### config.mk
export PLATFORM = sky130hd
export DESIGN_NAME = filter_out_capture_flat
export DESIGN_NICKNAME = d
export VERILOG_FILES = /design/src/rtl/filter_out_capture_if.sv /design/src/rtl/filter_out_capture.sv /design/src/flat_wrapper.sv
export SDC_FILE = /design/constraint.sdc
export NUM_CORES = 1
export LEC_CHECK = 0
export CAP_MARGIN = 40
export CORE_MARGIN = 2
export CORE_UTILIZATION = 34
export DETAILED_ROUTE_END_ITERATION = 10
export HOLD_SLACK_MARGIN = 0.06
export SLEW_MARGIN = 20
export SYNTH_ARGS = -nofsm -noshare
export SYNTH_HDL_FRONTEND = slang
export SYNTH_SLANG_ARGS = --single-unit
### constraint.sdc
create_clock -name CLK -period 3.3 [get_ports CLK]
set_input_delay 0.495 -clock CLK [delete_from_list [all_inputs] [get_ports CLK]]
set_output_delay 0.495 -clock CLK [all_outputs]
set_load 0.01 [all_outputs]
### src/rtl/filter_out_capture_if.sv
// Filter-sample and read-side handshake bundle for filter_out_capture.
// master: filter + reader side (drives strobes, DATA_IN, RD_EN); slave: capture block.
interface filter_out_capture_if #(
    parameter int BITSIZE = 16
);
    logic               START_FLAG;
    logic [BITSIZE-1:0] DATA_IN;
    logic               DATA_VALID;
    logic               RD_EN;
    logic [BITSIZE-1:0] RD_DATA;
    logic               RD_VALID;

    modport master (
        output START_FLAG, DATA_IN, DATA_VALID, RD_EN,
        input  RD_DATA, RD_VALID
    );

    modport slave (
        input  START_FLAG, DATA_IN, DATA_VALID, RD_EN,
        output RD_DATA, RD_VALID
    );
endinterface

### src/rtl/filter_out_capture.sv
// Captures filter results on DATA_VALID rise into a FIFO; watchdog on START_FLAG.
// Ports: CLK, nRST (sync, active-low), EN, CLR_ERR, bus (slave: START_FLAG, DATA_IN,
//   DATA_VALID, RD_EN -> RD_DATA, RD_VALID), FIFO_EMPTY, FIFO_FULL, FILL_LEVEL,
//   SAMPLE_CNT, OVERFLOW, TIMEOUT_ERR. Optional: CAPTURE_SIGNED_EN flips the MSB
//   on write (offset-binary to two's complement).
module filter_out_capture #(
    parameter int BITSIZE = 16,
    parameter int DEPTH   = 16,
    parameter int TIMEOUT = 64
) (
    input  logic                     CLK,
    input  logic                     nRST,
    input  logic                     EN,
    input  logic                     CLR_ERR,
    filter_out_capture_if.slave      bus,
    output logic                     FIFO_EMPTY,
    output logic                     FIFO_FULL,
    output logic [$clog2(DEPTH):0]   FILL_LEVEL,
    output logic [15:0]              SAMPLE_CNT,
    output logic                     OVERFLOW,
    output logic                     TIMEOUT_ERR
);
    localparam int AW = $clog2(DEPTH);
    localparam logic [15:0] TO_LAST = 16'(TIMEOUT - 1);

    typedef enum logic [1:0] {
        IDLE = 2'b00,
        WAIT = 2'b01
    } state_t;

    logic [BITSIZE-1:0] mem [DEPTH];
    logic [AW:0]        wr_ptr;
    logic [AW:0]        rd_ptr;
    logic               dv_q;
    logic               sf_q;
    logic               dv_rise;
    logic               sf_rise;
    logic               wr_req;
    logic               do_wr;
    logic               do_rd;
    logic               ovf_set;
    logic [BITSIZE-1:0] wdata;

    state_t             state;
    state_t             state_nx;
    logic [15:0]        cnt;
    logic [15:0]        cnt_nx;
    logic               to_set;

    assign dv_rise = bus.DATA_VALID & ~dv_q;
    assign sf_rise = bus.START_FLAG & ~sf_q;

    // Pointers carry one extra bit so full and empty are distinguishable.
    assign FIFO_EMPTY = (wr_ptr == rd_ptr);
    assign FIFO_FULL  = (wr_ptr[AW] != rd_ptr[AW]) &&
                        (wr_ptr[AW-1:0] == rd_ptr[AW-1:0]);
    assign FILL_LEVEL = wr_ptr - rd_ptr;

    assign wr_req  = EN & dv_rise;
    assign do_rd   = bus.RD_EN & ~FIFO_EMPTY;
    // A read in the same cycle frees the slot, so a write to a full FIFO still lands.
    assign do_wr   = wr_req & (~FIFO_FULL | do_rd);
    assign ovf_set = wr_req & FIFO_FULL & ~do_rd;

`ifdef CAPTURE_SIGNED_EN
    assign wdata = {~bus.DATA_IN[BITSIZE-1], bus.DATA_IN[BITSIZE-2:0]};
`else
    assign wdata = bus.DATA_IN;
`endif

    // Storage is not reset; pointers alone define contents.
    always_ff @(posedge CLK) begin
        if (do_wr) begin
            mem[wr_ptr[AW-1:0]] <= wdata;
        end
    end

    always_ff @(posedge CLK) begin
        if (!nRST) begin
            wr_ptr      <= '0;
            rd_ptr      <= '0;
            dv_q        <= 1'b0;
            sf_q        <= 1'b0;
            SAMPLE_CNT  <= '0;
            bus.RD_DATA <= '0;
            bus.RD_VALID <= 1'b0;
            OVERFLOW    <= 1'b0;
            TIMEOUT_ERR <= 1'b0;
        end else begin
            dv_q         <= bus.DATA_VALID;
            sf_q         <= bus.START_FLAG;
            bus.RD_VALID <= do_rd;
            if (do_wr) begin
                wr_ptr     <= wr_ptr + 1'b1;
                SAMPLE_CNT <= SAMPLE_CNT + 16'd1;
            end
            if (do_rd) begin
                rd_ptr      <= rd_ptr + 1'b1;
                bus.RD_DATA <= mem[rd_ptr[AW-1:0]];
            end
            // Set has priority over clear.
            if (ovf_set) begin
                OVERFLOW <= 1'b1;
            end else if (CLR_ERR) begin
                OVERFLOW <= 1'b0;
            end
            if (to_set) begin
                TIMEOUT_ERR <= 1'b1;
            end else if (CLR_ERR) begin
                TIMEOUT_ERR <= 1'b0;
            end
        end
    end

    always_ff @(posedge CLK) begin
        if (!nRST) begin
            state <= IDLE;
            cnt   <= '0;
        end else begin
            state <= state_nx;
            cnt   <= cnt_nx;
        end
    end

    always_comb begin
        state_nx = state;
        cnt_nx   = cnt;
        to_set   = 1'b0;
        unique case (state)
            IDLE: begin
                if (EN && sf_rise) begin
                    state_nx = WAIT;
                    cnt_nx   = '0;
                end
            end
            WAIT: begin
                cnt_nx = cnt + 16'd1;
                if (!EN) begin
                    state_nx = IDLE;
                end else if (dv_rise) begin
                    // A new strobe with its answer starts the next window.
                    if (sf_rise) begin
                        cnt_nx = '0;
                    end else begin
                        state_nx = IDLE;
                    end
                end else if (sf_rise) begin
                    to_set = 1'b1;
                    cnt_nx = '0;
                end else if (cnt == TO_LAST) begin
                    to_set   = 1'b1;
                    state_nx = IDLE;
                end
            end
            default: begin
                state_nx = IDLE;
                cnt_nx   = '0;
            end
        endcase
    end
endmodule
### src/flat_wrapper.sv
// flat-port wrapper written by rule: the top's interface ports become plain ports
module filter_out_capture_flat 
#(
    parameter int BITSIZE = 16,
    parameter int DEPTH   = 16,
    parameter int TIMEOUT = 64
)
  (CLK, nRST, EN, CLR_ERR, FIFO_EMPTY, FIFO_FULL, FILL_LEVEL, SAMPLE_CNT, OVERFLOW, TIMEOUT_ERR, bus_START_FLAG, bus_DATA_IN, bus_DATA_VALID, bus_RD_EN, bus_RD_DATA, bus_RD_VALID);
  filter_out_capture_if #(.BITSIZE(BITSIZE)) bus_i ();
  input  logic CLK;
  input  logic nRST;
  input  logic EN;
  input  logic CLR_ERR;
  output logic FIFO_EMPTY;
  output logic FIFO_FULL;
  output logic [$clog2(DEPTH):0] FILL_LEVEL;
  output logic [15:0] SAMPLE_CNT;
  output logic OVERFLOW;
  output logic TIMEOUT_ERR;
  input wire logic [$bits(bus_i.START_FLAG)-1:0] bus_START_FLAG;
  input wire logic [$bits(bus_i.DATA_IN)-1:0] bus_DATA_IN;
  input wire logic [$bits(bus_i.DATA_VALID)-1:0] bus_DATA_VALID;
  input wire logic [$bits(bus_i.RD_EN)-1:0] bus_RD_EN;
  output wire logic [$bits(bus_i.RD_DATA)-1:0] bus_RD_DATA;
  output wire logic [$bits(bus_i.RD_VALID)-1:0] bus_RD_VALID;
  assign bus_i.START_FLAG = bus_START_FLAG;
  assign bus_i.DATA_IN = bus_DATA_IN;
  assign bus_i.DATA_VALID = bus_DATA_VALID;
  assign bus_i.RD_EN = bus_RD_EN;
  assign bus_RD_DATA = bus_i.RD_DATA;
  assign bus_RD_VALID = bus_i.RD_VALID;
  filter_out_capture #(.BITSIZE(BITSIZE), .DEPTH(DEPTH), .TIMEOUT(TIMEOUT)) u_core (.CLK(CLK), .nRST(nRST), .EN(EN), .CLR_ERR(CLR_ERR), .bus(bus_i), .FIFO_EMPTY(FIFO_EMPTY), .FIFO_FULL(FIFO_FULL), .FILL_LEVEL(FILL_LEVEL), .SAMPLE_CNT(SAMPLE_CNT), .OVERFLOW(OVERFLOW), .TIMEOUT_ERR(TIMEOUT_ERR));
endmodule
==> flow_summary.yaml, run 1 <==
routing:
  first_pass_iters: 5
  vias_per_cell: 5.17
  wirelength_um: 28800
  first_iter_violations: 454
  post_drt_wl_per_cell_um: 20.6
  vias: 7251
  drc: 0
  ant_nets: 0
sta:
  skew_ns: 0.0195
  final-setup-viol-count: 0
  max_freq_ghz: 0.317
  min_period_over_period_pct: 95.5
  rsz0062_at_grt: "no"
  hold_violations: 0
  max_slew_margin_pct: 49.3
  worst_slew_pin_slew_ns: 0.760
  min_period_ns: 3.15
  slew_violations: 0
  fin_setup_tns_ns: 0
critical_path:
  critical-path-slowest-cell: "clkdlybuf4s50_1"
  path_class: "flip-flop to primary output"
  start_kind: "flip-flop"
  worst-path-buf-inv: 3
  crit_arrival_ns: 2.66
  endpoint_kind: "primary output"
  max_stage_delay_ns: 0.58
  worstPathRequired_ns: 2.80
  cp_top_family: "buffers and inverters"
  cp_common_cell: "inv_1"
  critPathMaxFanout: 4
  crit_chain: "inv_1, ha_1, fa_1, inv_1, a21o_1, a21oi_1, xnor2_1, clkdlybuf4s50_1"
placed_design:
  place_congestion: 0.782
  dp_hpwl_um: 17300
  io_buffers: 64
global_routing:
  grt_pass1_wl_um: 44300
  antenna_found_initial: 0
  gr-total-overflow: 0
  grt_max_degree: 70
  grt_pass1_vias: 7424
  grt_use_total_pct: 15.1
cells_and_area:
  drive_gt1_share_pct: 16.4
  syn2layout_area_growth_pct: 19.8
  final_cell_mix: "256 x edfxtp_1, 72 x mux2i_1, 64 x clkdlybuf4s50_1, 61 x dfxtp_1, 37 x a21oi_1"
  nNetsFinal: 943
  final_common_cell: "edfxtp_1"
  n_antenna_cell: 0
  filler_cell_count: 3313
yosys:
  synth_seq_cells: 320
  synth_compound_area_share_pct: 5.10
  syn_nets: 850
  syn_area_um2: 12700
  synth.area.mux_share_pct: 12.7
  synth_top_family_by_area: "multiplexers"
  synth_fa_ha_area_share_pct: 1.24
  yosysSeqAreaShare_pct: 70.4
  ys.flop_type: "edfxtp_1"
  synth_cell_types: 49
  async_reset_ff_share_pct: 0
  synth_edf_count: 256
  ys_warn_count: 0
  synth_area_per_cell_um2: 15.6
  synth-simple-area-share_pct: 7.02
  synth_xor_area_share_pct: 1.57
  synthCells: 815
clocking:
  path_clk_slew_ns: 0.06
  htree_levels: 2
  cts_buffers: 35
  ctsResizeCount: 0
  clock_latency_ns: 0.53
  cts_root_buf: "clkbuf_16"
  holdBufCountCts: 0
  cts_sinks: 320
  post_cts_buffers: 0
  clock_path_buffers: 3
  cts_tree: "done"
power_and_ir_drop:
  p_leak_nw: 4.81
  power.density_nw_per_um2: 589
  vdd_drop_max_uv: 320
  power.total_mw: 8.99
worst_hold_path:
  hp-class: "flip-flop to flip-flop"
floorplanning:
  die_w_um: 198
  die_y_um: 198
  design.core.area_um2: 36800
  fp-row-count: 70
  start_util_pct: 34.6
  die-area_um2: 39100
  io-pin-count: 65
run_status:
  outcome: "complete, no violations"
flow_run:
  maxCapViolCount: 0
area by class of cell:
cell class                      instances  area [um^2]  area share, %
Clock buffer                           49          958           6.28
Multi-Input combinational cell        437         3590           23.5
Sequential cell                       320         8970           58.8
Clock inverter                         14          161           1.06
Tap cell                              468          586           3.84
Inverter                               16         60.1          0.393
Timing Repair Buffer                   98          941           6.16
path summary, 6_finish.rpt:
check / startpoint / to / slack [ns] / depth (start not counted)
worst min register to register: u_core.SAMPLE_CNT[15] / u_core.SAMPLE_CNT[15] / 0.48 / 2
worst max-delay path: u_core.wr_ptr[0] / FILL_LEVEL[4] / 0.15 / 8
worst max register to register: u_core.rd_ptr[3] / u_core.mem[14][9] / 0.72 / 7
worst min-delay path: u_core.SAMPLE_CNT[15] / u_core.SAMPLE_CNT[15] / 0.48 / 2
layer usage:
| layer | global-route usage [%] | vias up | wire length [um] |
|---|---|---|---|
| met5 | 0 | - | 0 |
| met4 | 4.98 | 0 | 712 |
| met3 | 3.30 | 54 | 1800 |
| met2 | 24.8 | 213 | 13600 |
| met1 | 19.9 | 3624 | 12700 |
| li1 | - | 3360 | - |
where the power goes:
group	internal [mW]	switching [mW]	leakage, nW	total, mW
registers	4.41	0.0385	2.83	4.45
clock network	2.28	1.54	0.546	3.82
logic	0.330	0.386	1.44	0.716
total	7.02	1.97	4.81	8.99
worst register-to-register path, delay by kind of cell, from the launching register on:
family | cells | cell delay, ns
simple gates | 4 | 1.14
flops | 1 | 0.43
buf+inv | 2 | 0.37
fa+ha+maj | 1 | 0.36
cells in the mapped netlist, types with 4 or more instances:
master / number / area [um^2]
clkbuf_1: 18 / 67.6
and4_1: 4 / 35.0
xor2_1: 10 / 87.6
mux2_2: 16 / 180
nand2b_1: 12 / 75.1
or3_1: 9 / 56.3
dfxtp_1: 64 / 1280
o22ai_1: 32 / 200
mux4_2: 32 / 721
nor3_1: 23 / 115
nor4_1: 7 / 43.8
xnor2_1: 11 / 96.3
nor2_1: 35 / 131
mux2i_1: 72 / 721
a21oi_1: 37 / 185
nand4_1: 12 / 75.1
edfxtp_1: 256 / 7690
nand3_1: 18 / 90.1
nand2_1: 36 / 135
inv_1: 15 / 56.3
ha_1: 11 / 138
o21ai_0: 25 / 125
buf_2: 18 / 90.1
nand3b_1: 4 / 30.0
cell families after synthesis:
| kind of cell | after synthesis |
|---|---|
| adder cells (fa/ha/maj) | 12 |
| AND/OR/NAND/NOR | 174 |
| flip-flops | 320 |
| AO/OA/AOI/OAI | 109 |
| multiplexers | 120 |
| XOR/XNOR | 22 |
| buffers and inverters | 58 |
registers in the layout (all words and copies together), names as in the netlist:
name                 flops
u_core.sf_q              1
u_core.cnt              16
u_core.dv_q              1
u_core.TIMEOUT_ERR       1
u_core.SAMPLE_CNT       16
u_core.state             1
u_core.mem             256
u_core.bus.RD_VALID      1
u_core.bus.RD_DATA      16
u_core.rd_ptr            5
u_core.OVERFLOW          1
u_core.wr_ptr            5
through the flow:
step                worst slack [ns]  hold slack, ns  util [%]  instances  area [um^2]
global placement               0.627           0.458      38.4       1337        14100
finish                         0.148           0.479      41.5       1402        15300
floorplan                     0.0370           0.452         -        815        12800
global route                  0.0408           0.514      41.5       1402        15300
CTS                            0.132           0.483      41.5       1402        15300
detailed placement             0.579           0.474      38.5       1339        14100
No activity file was read; power rests on OpenSTA's default activity.
==> run 2, diff against run 1 <==
clock period = 3.69 ns   (was 3.3 ns; I/O delays follow)
==> run 2 against run 1 <==
First-iteration DRC count is 0.22% lower. Routed wire length is 1.7% higher. Power is 9.3% lower. Cell count is 0.21% higher. Flip-flop and latch count stayed put. Combinational power is 11% lower. Clock-buffer cell count is 1 lower. Critical endpoint unchanged. Largest cell class unchanged.
==> flow_summary.yaml, run 2 (same netlist as run 1, synthesis figures left out) <==
run_status:
  outcome: "complete, no violations"
global_routing:
  grt_max_degree: 38
  grt_pass1_vias: 7337
  antenna_found_initial: 1
  gr-total-overflow: 0
  grt_pass1_wl_um: 44300
  grt_use_total_pct: 15.2
clocking:
  htree_levels: 2
  path_clk_slew_ns: 0.06
  clock_path_buffers: 3
  holdBufCountCts: 0
  cts_sinks: 320
  cts_buffers: 35
  cts_tree: "done"
  clock_latency_ns: 0.54
  cts_root_buf: "clkbuf_16"
  ctsResizeCount: 0
  post_cts_buffers: 0
cells_and_area:
  final_common_cell: "edfxtp_1"
  nNetsFinal: 945
  largest_reg_flops: 256
  syn2layout_area_growth_pct: 20.8
  final_cell_mix: "256 x edfxtp_1, 72 x mux2i_1, 64 x clkdlybuf4s50_1, 61 x dfxtp_1, 37 x a21oi_1"
  drive_gt1_share_pct: 17.5
sta:
  rsz0062_at_grt: "no"
  min_period_over_period_pct: 87.6
  min_period_ns: 3.23
  skew_ns: 0.0234
  worst_slew_pin_slew_ns: 0.779
  final-setup-viol-count: 0
  slew_violations: 0
  max_slew_margin_pct: 48.0
  hold_violations: 0
  fin_setup_tns_ns: 0
  max_freq_ghz: 0.309
  hold_ws_ns: 0.482
floorplanning:
  start_util_pct: 34.6
  fp-row-count: 70
  design.core.area_um2: 36800
  die-area_um2: 39100
  io-pin-count: 65
  die_w_um: 198
  die_y_um: 198
power_and_ir_drop:
  p_leak_nw: 4.87
  power.density_nw_per_um2: 529
  vdd_drop_max_uv: 339
  power.total_mw: 8.15
flow_run:
  maxCapViolCount: 0
critical_path:
  crit_arrival_ns: 2.68
  endpoint_kind: "primary output"
  critPathMaxFanout: 4
  start_kind: "flip-flop"
  path_class: "flip-flop to primary output"
  worstPathRequired_ns: 3.14
routing:
  vias: 7243
  drc: 0
  first_pass_iters: 5
  post_drt_wl_per_cell_um: 20.9
  first_iter_violations: 453
  wirelength_um: 29300
  ant_nets: 0
  vias_per_cell: 5.16
placed_design:
  dp_hpwl_um: 18600
  io_buffers: 64
  place_congestion: 0.785
worst_hold_path:
  hp-class: "flip-flop to flip-flop"
## run 2: changes by cell type in the layout (fill, tap and decap cells not counted), moves of 2 or more
cell / before / now
buf_12: 2 / 9
nor2_2: 8 / 12
buf_4: 31 / 26
clkinv_1: 6 / 2
nor3_2: 1 / 4
nor3_4: 3 / 0
clkinv_2: 3 / 5
nor2_1: 27 / 23
## run 2: critical path: stages (launching register included)
cell and delay [ns]:
dfxtp_1 0.38, inv_1 0.12, ha_1 0.22, fa_1 0.41, inv_1 0.07, a21o_1 0.10
a21oi_1 0.10, xnor2_1 0.18, clkdlybuf4s50_1 0.58
## run 2: final cells by class
type                            instances  area [um^2]
Fill cell                            3326        21400
Sequential cell                       320         8970
Multi-Input combinational cell        437         3580
Timing Repair Buffer                  100         1030
Clock buffer                           48          966
Tap cell                              468          586
Clock inverter                         15          199
Inverter                               16         60.1
Antenna cell                            1         2.50
## run 2: final timing paths
path | startpoint | to | slack (ns) | cells past startpoint
setup / recovery | u_core.wr_ptr[0] | FILL_LEVEL[4] | 0.46 | 8
hold / removal | u_core.cnt[15] | u_core.cnt[15] | 0.48 | 2
setup reg to reg | u_core.wr_ptr[2] | u_core.mem[14][9] | 0.66 | 6
hold reg to reg | u_core.cnt[15] | u_core.cnt[15] | 0.48 | 2
## run 2: metal layers
metal	vias up	track usage (%)	part of all wire [%]
li1	3359	-	-
met1	3640	21.7	47
met2	193	23.4	45
met3	49	3.04	5.7
met4	2	4.68	2.3
met5	-	0	0.041
## run 2: report_power, final
part           total, mW  internal, mW  leakage [nW]  switching, mW
sequential          3.98          3.94          2.83         0.0374
combinational      0.639         0.293          1.48          0.346
clock               3.53          2.13         0.568           1.40
total               8.15          6.37          4.87           1.78
## run 2: through the flow
step | area [um^2] | utilization [%] | setup WS [ns] | std cells
after floorplan | 12700 | - | 0.107 | 815
after global placement | 14200 | 38.5 | 0.681 | 1337
after detailed placement | 14200 | 38.6 | 0.586 | 1340
after CTS | 15400 | 41.8 | 0.433 | 1403
after global routing | 15400 | 41.8 | 0.351 | 1404
final | 15400 | 41.8 | 0.457 | 1405
==> run 3, diff against run 2 <==
ABC_CLOCK_PERIOD_IN_PS = 3690   (was default)
==> results of run 3 <==
Final layout, timing and power as in run 2 (identical DEF).
